**config.mk**
```make
export PLATFORM = sky130hd
export DESIGN_NAME = ccff_chain_loader
export DESIGN_NICKNAME = d
export VERILOG_FILES = /design/src/rtl/ccff_chain_loader.sv
export SDC_FILE = /design/constraint.sdc
export NUM_CORES = 1
export LEC_CHECK = 0
export ABC_AREA = 1
export CORE_ASPECT_RATIO = 0.9
export CORE_MARGIN = 1
export CORE_UTILIZATION = 50
export CTS_CLUSTER_SIZE = 8
export DETAILED_ROUTE_END_ITERATION = 16
export PLACE_DENSITY = 0.72
export SLEW_MARGIN = 10
export SYNTH_ARGS = -nofsm -noshare
export SYNTH_HDL_FRONTEND = slang
export SYNTH_SLANG_ARGS = --single-unit
```
**constraint.sdc**
```tcl
create_clock -name prog_clk -period 3.89 [get_ports prog_clk]
set_input_delay 0.778 -clock prog_clk [delete_from_list [all_inputs] [get_ports prog_clk]]
set_output_delay 0.778 -clock prog_clk [all_outputs]
set_load 0.05 [all_outputs]
```
**src/rtl/ccff_chain_loader.sv**
```systemverilog
// Streams host words MSB-first into the serial configuration-flip-flop chain, counts
// CHAIN_LEN bits, and optionally recirculates the chain once to CRC-check its contents.
module ccff_chain_loader #(
  parameter int CHAIN_LEN = 1024,
  parameter int WORD_W    = 8,
  parameter int CNT_W     = $clog2(CHAIN_LEN + 1)
) (
  input  logic              prog_clk,
  input  logic              pReset_n,
  input  logic              start,
  input  logic              verify,
  input  logic [WORD_W-1:0] word_in,
  input  logic              word_valid,
  output logic              word_ready,
  output logic              ccff_head,
  input  logic              ccff_tail,
  output logic              chain_en,
  output logic              busy,
  output logic              done,
  output logic              crc_err,
  output logic [CNT_W-1:0]  bit_cnt
);

  localparam int              NB_W     = $clog2(WORD_W + 1);
  localparam logic [CNT_W-1:0] LAST_CNT = CNT_W'(CHAIN_LEN);

  typedef enum logic [2:0] {
    ST_IDLE,
    ST_LOAD,
    ST_SHIFT,
    ST_VERIFY,
    ST_DONE
  } state_e;

  state_e            state_q, state_d;
  logic [WORD_W-1:0] shreg_q, shreg_d;
  logic [NB_W-1:0]   bits_left_q, bits_left_d;
  logic [CNT_W-1:0]  bit_cnt_q, bit_cnt_d;
  logic [7:0]        crc_in_q, crc_in_d;
  logic [7:0]        crc_out_q, crc_out_d;
  logic              verify_q, verify_d;
  logic              word_ready_q, word_ready_d;
  logic              chain_en_q, chain_en_d;
  logic              head_q, head_d;
  logic              busy_q, busy_d;
  logic              done_q, done_d;
  logic              crc_err_q, crc_err_d;

  logic [CNT_W-1:0]  cnt_inc;
  logic [NB_W-1:0]   nbits;
  int                remain;

  function automatic logic [7:0] crc8_step(input logic [7:0] crc, input logic din);
    logic fb;
    fb = crc[7] ^ din;
    return {crc[6:0], 1'b0} ^ (fb ? 8'h07 : 8'h00);
  endfunction

  always_comb begin
    // NOTE: every _d starts from its _q, so no branch can leave a latch behind.
    state_d      = state_q;
    shreg_d      = shreg_q;
    bits_left_d  = bits_left_q;
    bit_cnt_d    = bit_cnt_q;
    crc_in_d     = crc_in_q;
    crc_out_d    = crc_out_q;
    verify_d     = verify_q;
    word_ready_d = word_ready_q;
    chain_en_d   = chain_en_q;
    head_d       = head_q;
    busy_d       = busy_q;
    done_d       = done_q;
    crc_err_d    = crc_err_q;

    cnt_inc = bit_cnt_q + CNT_W'(1);
    remain  = CHAIN_LEN - int'(bit_cnt_q);
    nbits   = (remain >= WORD_W) ? NB_W'(WORD_W) : NB_W'(remain);

    unique case (state_q)
      ST_IDLE: begin
        if (start) begin
          bit_cnt_d    = '0;
          crc_in_d     = '0;
          crc_out_d    = '0;
          crc_err_d    = 1'b0;
          verify_d     = verify;
          word_ready_d = 1'b1;
          busy_d       = 1'b1;
          state_d      = ST_LOAD;
        end
      end

      ST_LOAD: begin
        if (word_valid && word_ready_q) begin
          head_d       = word_in[WORD_W-1];
          shreg_d      = word_in << 1;
          bits_left_d  = nbits;
          word_ready_d = 1'b0;
          chain_en_d   = 1'b1;
          state_d      = ST_SHIFT;
        end
      end

      ST_SHIFT: begin
        bit_cnt_d = cnt_inc;
        crc_in_d  = crc8_step(crc_in_q, head_q);
        if (bits_left_q == NB_W'(1)) begin
          if (cnt_inc == LAST_CNT) begin
            if (verify_q) begin
              bit_cnt_d = '0;
              state_d   = ST_VERIFY;
            end else begin
              chain_en_d = 1'b0;
              busy_d     = 1'b0;
              done_d     = 1'b1;
              crc_err_d  = 1'b0;
              state_d    = ST_DONE;
            end
          end else begin
            chain_en_d   = 1'b0;
            word_ready_d = 1'b1;
            state_d      = ST_LOAD;
          end
        end else begin
          head_d      = shreg_q[WORD_W-1];
          shreg_d     = shreg_q << 1;
          bits_left_d = bits_left_q - NB_W'(1);
        end
      end

      ST_VERIFY: begin
        // The chain is recirculating, so the tail carries the loaded bits in load order.
        bit_cnt_d = cnt_inc;
        crc_out_d = crc8_step(crc_out_q, ccff_tail);
        if (cnt_inc == LAST_CNT) begin
          chain_en_d = 1'b0;
          busy_d     = 1'b0;
          done_d     = 1'b1;
          crc_err_d  = (crc_out_d != crc_in_q);
          state_d    = ST_DONE;
        end
      end

      ST_DONE: begin
        done_d  = 1'b0;
        state_d = ST_IDLE;
      end

      default: state_d = ST_IDLE;
    endcase
  end

  always_ff @(posedge prog_clk) begin
    // NOTE: state updates use non-blocking assignments; the reset is sampled on the clock.
    if (!pReset_n) begin
      state_q      <= ST_IDLE;
      shreg_q      <= '0;
      bits_left_q  <= '0;
      bit_cnt_q    <= '0;
      crc_in_q     <= '0;
      crc_out_q    <= '0;
      verify_q     <= 1'b0;
      word_ready_q <= 1'b0;
      chain_en_q   <= 1'b0;
      head_q       <= 1'b0;
      busy_q       <= 1'b0;
      done_q       <= 1'b0;
      crc_err_q    <= 1'b0;
    end else begin
      state_q      <= state_d;
      shreg_q      <= shreg_d;
      bits_left_q  <= bits_left_d;
      bit_cnt_q    <= bit_cnt_d;
      crc_in_q     <= crc_in_d;
      crc_out_q    <= crc_out_d;
      verify_q     <= verify_d;
      word_ready_q <= word_ready_d;
      chain_en_q   <= chain_en_d;
      head_q       <= head_d;
      busy_q       <= busy_d;
      done_q       <= done_d;
      crc_err_q    <= crc_err_d;
    end
  end

  assign ccff_head  = (state_q == ST_VERIFY) ? ccff_tail : head_q;
  assign word_ready = word_ready_q;
  assign chain_en   = chain_en_q;
  assign busy       = busy_q;
  assign done       = done_q;
  assign crc_err    = crc_err_q;
  assign bit_cnt    = bit_cnt_q;

endmodule

```
### Yosys cells after proc, flatten, opt, wreduce, memory -nomap -nowiden

Index checks and enable logic that the tools add are counted.

* add/sub/neg operators: 3
* order comparisons: 1
* equal/unequal tests: 16
* mux-type cells: 50
* bitwise logic cells: 4
* reductions and logical operators: 19

Operators by type and width (count)
* 8-bit case mux with 2 select lines: 3
* 11-bit two-way mux: 4
* 11-bit case mux with 3 select lines: 1
* 3-bit two-way mux: 8
* 8-bit two-way mux: 3
* 1-bit two-way mux: 20
* 2-bit != test (second input constant): 8
* 8-bit by 3-bit bitwise XOR with 8-bit output: 2
* 1-bit case mux with 3 select lines: 5
* 5-bit AND reduction: 3
* 12-bit by 5-bit greater-or-equal comparator with 1-bit output (second input constant): 1
* 4-bit two-way mux: 3
* 3-bit case mux with 4 select lines: 1
* 3-bit nonzero test: 4
* 11-bit by 11-bit subtractor with 12-bit output (first input constant): 1
* 11-bit by 1-bit adder with 11-bit output (second input constant): 1
* 11-bit equality test (second input constant): 1
* 8-bit != test: 1
* 4-bit case mux with 2 select lines: 1
* 2-bit AND reduction: 4
* 3-bit by 2-bit equality test with 1-bit output (second input constant): 2
* 6-bit AND reduction: 1
* 2-bit nonzero test: 3
* 4-bit by 1-bit equality test with 1-bit output (second input constant): 1
* other kinds (10): 11

* register bits: 49
* input port bits: 14
* output and inout port bits: 17
* logic and storage cells: 106

### Longest topological paths before layout

Gate-level depths: netlist of run 1.

* word-level depth: 6
* mapped depth: 15
* mapped depth without buffers: 15

### Least setup slack after synthesis of run 1

No wires, ideal clock.

* path type: flip-flop to output port
* start: register state_q[2]
* end: output ccff_head
* arrival time: 1.908 ns
* required time: 3.112 ns
* path slack: 1.204 ns
* stages on the path, launching flop included: 6
* buffers on the path: 1
* path through: dfxtp_1 -> nor2_4 -> inv_2 -> nor2_2 -> buf_2 -> o21ai_0

* cells in the longest elaborated chain, start to end: 2

Ends and longest elaborated chain
* from (decl): line 35 `state_e state_q, state_d;`
* from (signal assigned): line 170 `state_q <= state_d;`
* 3-bit by 2-bit equality test with 1-bit output: line 186 `assign ccff_head = (state_q == ST_VERIFY) ? ccff_tail : head_q;`
* 1-bit two-way mux: line 186
* to (decl): line 15 `output logic ccff_head,`

No other way between the ends.

### Final worst setup path of run 1

* start: register state_q[1]
* end: output ccff_head

The elaborated chain is that of the path after synthesis.

==> results of run 1 <==
## cell families (layout without fill, tap and decap cells)
kind of cell,after synthesis,in the layout,synth area share
XOR/XNOR,11,11,0.0335
flip-flops,48,48,0.334
adder cells (fa/ha/maj),6,6,0.0261
buffers and inverters,68,98,0.0962
AO/OA/AOI/OAI,87,87,0.163
AND/OR/NAND/NOR,220,220,0.347
## Yosys cell counts
library cell / n / area, µm²
nand2_1: 122 / 458
dfxtp_1: 48 / 961
inv_1: 47 / 176
a21oi_1: 45 / 225
nor2_1: 38 / 143
o21ai_0: 25 / 125
nand3_1: 21 / 105
nand2_2: 9 / 56.3
nand4_1: 9 / 56.3
xor2_1: 8 / 70.1
a31oi_1: 7 / 43.8
clkbuf_1: 6 / 22.5
ha_1: 6 / 75.1
inv_2: 6 / 22.5
buf_2: 5 / 25.0
nor3_1: 5 / 25.0
o21bai_1: 5 / 37.5
nand3_2: 3 / 30.0
xnor2_1: 3 / 26.3
buf_4: 2 / 15.0
nand2_4: 2 / 22.5
nor2_2: 2 / 12.5
nor2_4: 2 / 22.5
nor3_2: 2 / 20.0
o22ai_1: 2 / 12.5
or2_2: 2 / 12.5
buf_6: 1 / 11.3
clkinv_1: 1 / 3.75
nor2_8: 1 / 20.0
nor4_1: 1 / 6.26
o2111ai_1: 1 / 8.76
o211ai_1: 1 / 7.51
o21a_1: 1 / 7.51
or2_0: 1 / 6.26
## per-stage QoR
step           setup slack, ps  cells  hold slack (ps)  utilization  power [mW]
6_report                   762    537              447        0.623        1.92
5_1_grt                    595    537              481        0.623        2.07
4_1_cts                    770    537              450        0.623        1.92
3_5_place_dp               885    529              436        0.600        1.52
3_3_place_gp               893    529              434        0.600        1.51
2_1_floorplan             1200    440              444            -        1.31
## cells in the final DEF (no fill, tap or decap), drive strengths merged
| cell type | count |
|---|---|
| clkinv | 1 |
| a21oi | 45 |
| xnor2 | 3 |
| nand3 | 24 |
| o21ai | 25 |
| o22ai | 2 |
| nand4 | 9 |
| ha | 6 |
| a31oi | 7 |
| bufinv | 1 |
| nor4 | 1 |
| or2 | 3 |
| o211ai | 1 |
| nor2 | 43 |
| nand2 | 133 |
| buf | 6 |
| nor3 | 7 |
| o2111ai | 1 |
| clkbuf | 7 |
| dfxtp | 48 |
| clkdlybuf4s50 | 30 |
| inv | 53 |
| xor2 | 8 |
| o21bai | 5 |
| o21a | 1 |
## registers in the layout (all words and copies together), names as in the netlist
signal       count
bit_cnt         11
bits_left_q      4
busy             1
chain_en         1
crc_err          1
crc_in_q         8
crc_out_q        8
done             1
head_q           1
shreg_q          7
state_q          3
verify_q         1
word_ready       1
## how the worst max path moves through the flow
stage	startpoint	slack [ps]	cells after the start	end
after floorplan	state_q[2]$_SDFFE_PN0P_	1200	5	ccff_head
after global placement	ccff_tail	890	4	ccff_head
after detailed placement	ccff_tail	880	4	ccff_head
after CTS	state_q[1]$_SDFFE_PN0P_	770	8	ccff_head
after global routing	state_q[1]$_SDFFE_PN0P_	600	8	ccff_head
final	state_q[1]$_SDFFE_PN0P_	760	8	ccff_head
## layout make-up
type	instances	area, µm²	share of cell area
Clock buffer	7	96.3	0.0287
Clock inverter	1	30.0	0.00895
Inverter	54	203	0.0604
Tap cell	67	83.8	0.0250
Multi-Input combinational cell	324	1640	0.488
Timing Repair Buffer	36	345	0.103
Sequential cell	48	961	0.286
## layer usage
metal,vias up,share of wire,GRT usage
met5,-,0,0
met1,1302,0.49,0.336
met2,65,0.46,0.401
met3,7,0.043,0.0385
met4,0,0.0068,0.0643
li1,1469,-,-
## worst register-to-register path, cell delays in order (launching register included)
cell	delay, ps
dfxtp_1	400
inv_2	80
nor2_4	180
inv_2	90
nor2_2	80
buf_4	320
nand2_1	150
a21oi_1	510
buf_4	290
o21ai_0	90
a31oi_1	150
## where the power goes
group          total (mW)  switching [mW]  internal, mW
Sequential          0.678          0.0826         0.596
Clock               0.398           0.171         0.227
Combinational       0.845           0.561         0.284
==> flow_summary.yaml, run 1 <==
run_status:
  outcome: "complete, no violations"
die:
  coreArea_mm2: 0.00538
  die_x_um: 81.9
  die_area_mm2: 0.00605
  dieHeight_um: 73.9
  ios: 31
  num_rows: 25
  initial_core_util: 0.534
sta:
  fin_setup_tns_ps: 0
  worst_slew_margin_rel: 0.602
  rsz0062_at_grt: "no"
  tightest_slew_ps: 597
  fin_crit_sh: 0.804
  max_freq_ghz: 0.320
  layout_min_cycle_time_ps: 3130
  setup_viol: 0
  hold_viol_final: 0
  finalMaxSlewViolations: 0
  clock_skew_ps: 6.42
synthesis:
  synthCells: 440
  synth.avg_cell_area_um2: 6.53
  synth_area_mm2: 0.00287
  syn_nets: 460
  ys_types: 34
  yosysSeqAreaShare: 0.334
  ys_ff_latch: 48
  yosys_warnings: 0
layout:
  nets: 489
  syn_to_final_growth_pct: 16.8
  fin_area_mm2: 0.00335
  drive_gt1_frac: 0.0915
  n_antenna_cell: 0
  fillCellCount: 527
global_routing:
  grt_pass1_wl_um: 11500
  grt_pass1_vias: 2528
  antenna_found_initial: 0
  grt_max_degree: 31
  overflow: 0
  track_usage: 0.246
worst_setup_path:
  critPathTopFamily: "buffers and inverters"
  worstSetupPathType: "flip-flop to primary output"
  r2r_start: "state_q[1]$_SDFFE_PN0P_"
  endpoint_kind: "primary output"
  critPathMaxStageDelay_ps: 820
  r2r_setup_slack_ps: 1510
  crit_fanout: 19
  rr_worst_depth: 10
  cp_slowest_cell: "clkdlybuf4s50_1"
  cp_num_buf_inv: 4
  startpoint_type: "flip-flop"
  critPathRequiredTime_ps: 3110
  r2r_end: "shreg_q[5]$_SDFFE_PN0P_"
  cp.arrival_ps: 2350
  crit_chain: "inv_2 -> nor2_4 -> inv_2 -> nor2_2 -> buf_4 -> nand2_1 -> o21ai_0 -> clkdlybuf4s50_1"
  crit_path_frequent_cell: "inv_2"
job:
  drv_cap: 0
drt:
  wl_um: 6770
  vias: 2843
  wl_per_cell_um: 12.6
  drc: 0
  drt-initial-drc-count: 172
  via_per_inst: 5.29
  ant_nets: 0
  first_pass_iters: 5
min_path:
  worstHoldPathCells: 2
  min-delay-start: "done$_SDFFE_PN0P_"
  min_delay_worst_endpoint: "done$_SDFFE_PN0P_"
  hp-class: "flip-flop to flip-flop"
placed_design:
  gp_congestion: 0.893
  dpl-instance-area_mm2: 0.00323
  hpwlAfterDp_um: 4840
  numPortBuffers: 30
clock_tree:
  cts_resized: 0
  postCtsSetupBuffers: 0
  htreeDepth: 2
  worstSkewPairLatency_ps: 300
  cts_tree: "done"
  cts-buffers-inserted: 5
  cts.clk_slew.worst_paths_ps: 90
  clkSinkCount: 48
  cts_buffer_depth: 2
  cts_hold_buf: 0
  cts_root_buf: "clkbuf_8"
power:
  ir_worst_vdd_uv: 437
  p_leak_nw: 1.45
  powerDensity_mw_per_mm2: 573
No activity file was read; power rests on OpenSTA's default activity.
==> run 2: changes to the inputs <==
- PLACE_DENSITY: 0.72 -> 0.75
- clock period: 3.89 -> 2.6 ns (I/O delays scaled with it)
==> run 2 against run 1 <==
  * Worst setup slack lost 420 ps
  * Die area unchanged
  * Highest routed layer unchanged
  * Sequential power increased by 49%
  * Combinational power grew 53%
  * Clock power rose by 68%
  * Final cell count increased by 0.19%
  * Via count grew 2.4%
  * Power increased by 54%
  * Register-to-register slack got worse by 960 ps
  * Critical path depth decreased by 7
  * Largest power group unchanged
  * Clock skew is essentially flat
  * Sequential share of layout area shrank 0.24 points
==> flow_summary.yaml, run 2 (synthesis results as in run 1) <==
clock_tree:
  cts.clk_slew.worst_paths_ps: 90
  cts-buffers-inserted: 5
  htreeDepth: 2
  clkSinkCount: 48
  cts_root_buf: "clkbuf_8"
  cts_buffer_depth: 2
  cts_resized: 0
  worstSkewPairLatency_ps: 310
  postCtsSetupBuffers: 0
  cts_tree: "done"
  cts_hold_buf: 0
die:
  initial_core_util: 0.534
  coreArea_mm2: 0.00538
  die_area_mm2: 0.00605
  die_x_um: 81.9
  dieHeight_um: 73.9
  ios: 31
  num_rows: 25
power:
  ir_worst_vdd_uv: 608
  p_seq_frac: 0.340
  switching_share: 0.420
  powerDensity_mw_per_mm2: 878
  comb_power_share: 0.435
  clkPwrFrac: 0.225
  p_leak_nw: 1.46
  power.internal_mw: 1.72
  switchingPower_mw: 1.25
sta:
  fin_setup_tns_ps: 0
  setup_viol: 0
  layout_min_cycle_time_ps: 2260
  rsz0062_at_grt: "no"
  hold_viol_final: 0
  whs_ps: 451
  tightest_slew_ps: 1030
  finalMaxSlewViolations: 0
  max_freq_ghz: 0.442
  clock_skew_ps: 6.45
  worst_slew_margin_rel: 0.311
  fin_crit_sh: 0.870
drt:
  vias: 2912
  ant_nets: 0
  drt-initial-drc-count: 206
  drc: 0
  wl_um: 6880
  first_pass_iters: 5
  wl_per_cell_um: 12.8
  via_per_inst: 5.41
layout:
  stdcell_count: 538
  nets: 490
  regArea_um2: 961
  largest_reg_flops: 11
  fin_area_mm2: 0.00338
  fin_util: 0.629
  final_cell_mix: "nand2_1, dfxtp_1, inv_1"
  layout_commonest_cell: "nand2_1"
  syn_to_final_growth_pct: 17.8
  drive_gt1_frac: 0.0955
  multiInputGateArea_mm2: 0.00164
  n_antenna_cell: 0
  fillCellCount: 508
placed_design:
  dpl-instance-area_mm2: 0.00325
  hpwlAfterDp_um: 4980
  dp.cells: 530
  numPortBuffers: 30
  gp_congestion: 0.882
job:
  drv_cap: 0
worst_setup_path:
  startpoint_type: "flip-flop"
  critPathTopFamily: "buffers and inverters"
  crit_chain: "clkdlybuf4s50_1"
  startpoint: "bit_cnt[3]$_SDFFE_PN0P_"
  r2r_start: "state_q[0]$_SDFFE_PN0P_"
  critPathMaxStageDelay_ps: 880
  critPathRequiredTime_ps: 2080
  cp.arrival_ps: 1740
  endpoint_kind: "primary output"
  crit_fanout: 9
  cp_slowest_cell: "clkdlybuf4s50_1"
  worstSetupPathType: "flip-flop to primary output"
  cp_num_buf_inv: 1
min_path:
  min-delay-start: "done$_SDFFE_PN0P_"
  hp-class: "flip-flop to flip-flop"
global_routing:
  grt_pass1_wl_um: 11800
  track_usage: 0.250
  grt_pass1_vias: 2585
  overflow: 0
  grt_max_degree: 32
  antenna_found_initial: 0
run_status:
  outcome: "complete, no violations"
[run 2: path summary, 6_finish.rpt]
path	cells after the start	slack (ps)	endpoint
max	1	340	bit_cnt[3]
min	2	450	done$_SDFFE_PN0P_
max reg2reg	9	550	crc_err$_SDFFE_PN0P_
min reg2reg	2	450	done$_SDFFE_PN0P_
[run 2: layer usage]
metal,wire length [µm],track usage,vias to the layer above
li1,-,-,1477
met3,442,0.0410,7
met1,3230,0.344,1314
met2,3130,0.400,114
met5,0,0,-
met4,72,0.0760,0
[run 2: power groups by stage]
stage          Sequential (mW)  Clock, mW  Combinational [mW]
2_1_floorplan             1.15          0               0.804
3_3_place_gp              1.02          0                1.27
3_5_place_dp              1.02          0                1.28
4_1_cts                   1.01      0.674                1.29
5_1_grt                   1.03      0.698                1.45
6_report                  1.01      0.669                1.29
[run 2: final cells by class]
class / instances / area share
inverters: 54 / 0.0599
clock buffers: 5 / 0.0203
multi-input cells: 324 / 0.483
flip-flops and latches: 48 / 0.284
clock inverters: 3 / 0.0203
well taps: 67 / 0.0248
repair buffers: 37 / 0.107
[run 2: metrics by stage]
stage,worst slack [ps],power [mW]
2_1_floorplan,172,1.96
3_3_place_gp,392,2.29
3_5_place_dp,313,2.31
4_1_cts,331,2.97
5_1_grt,274,3.18
6_report,339,2.97
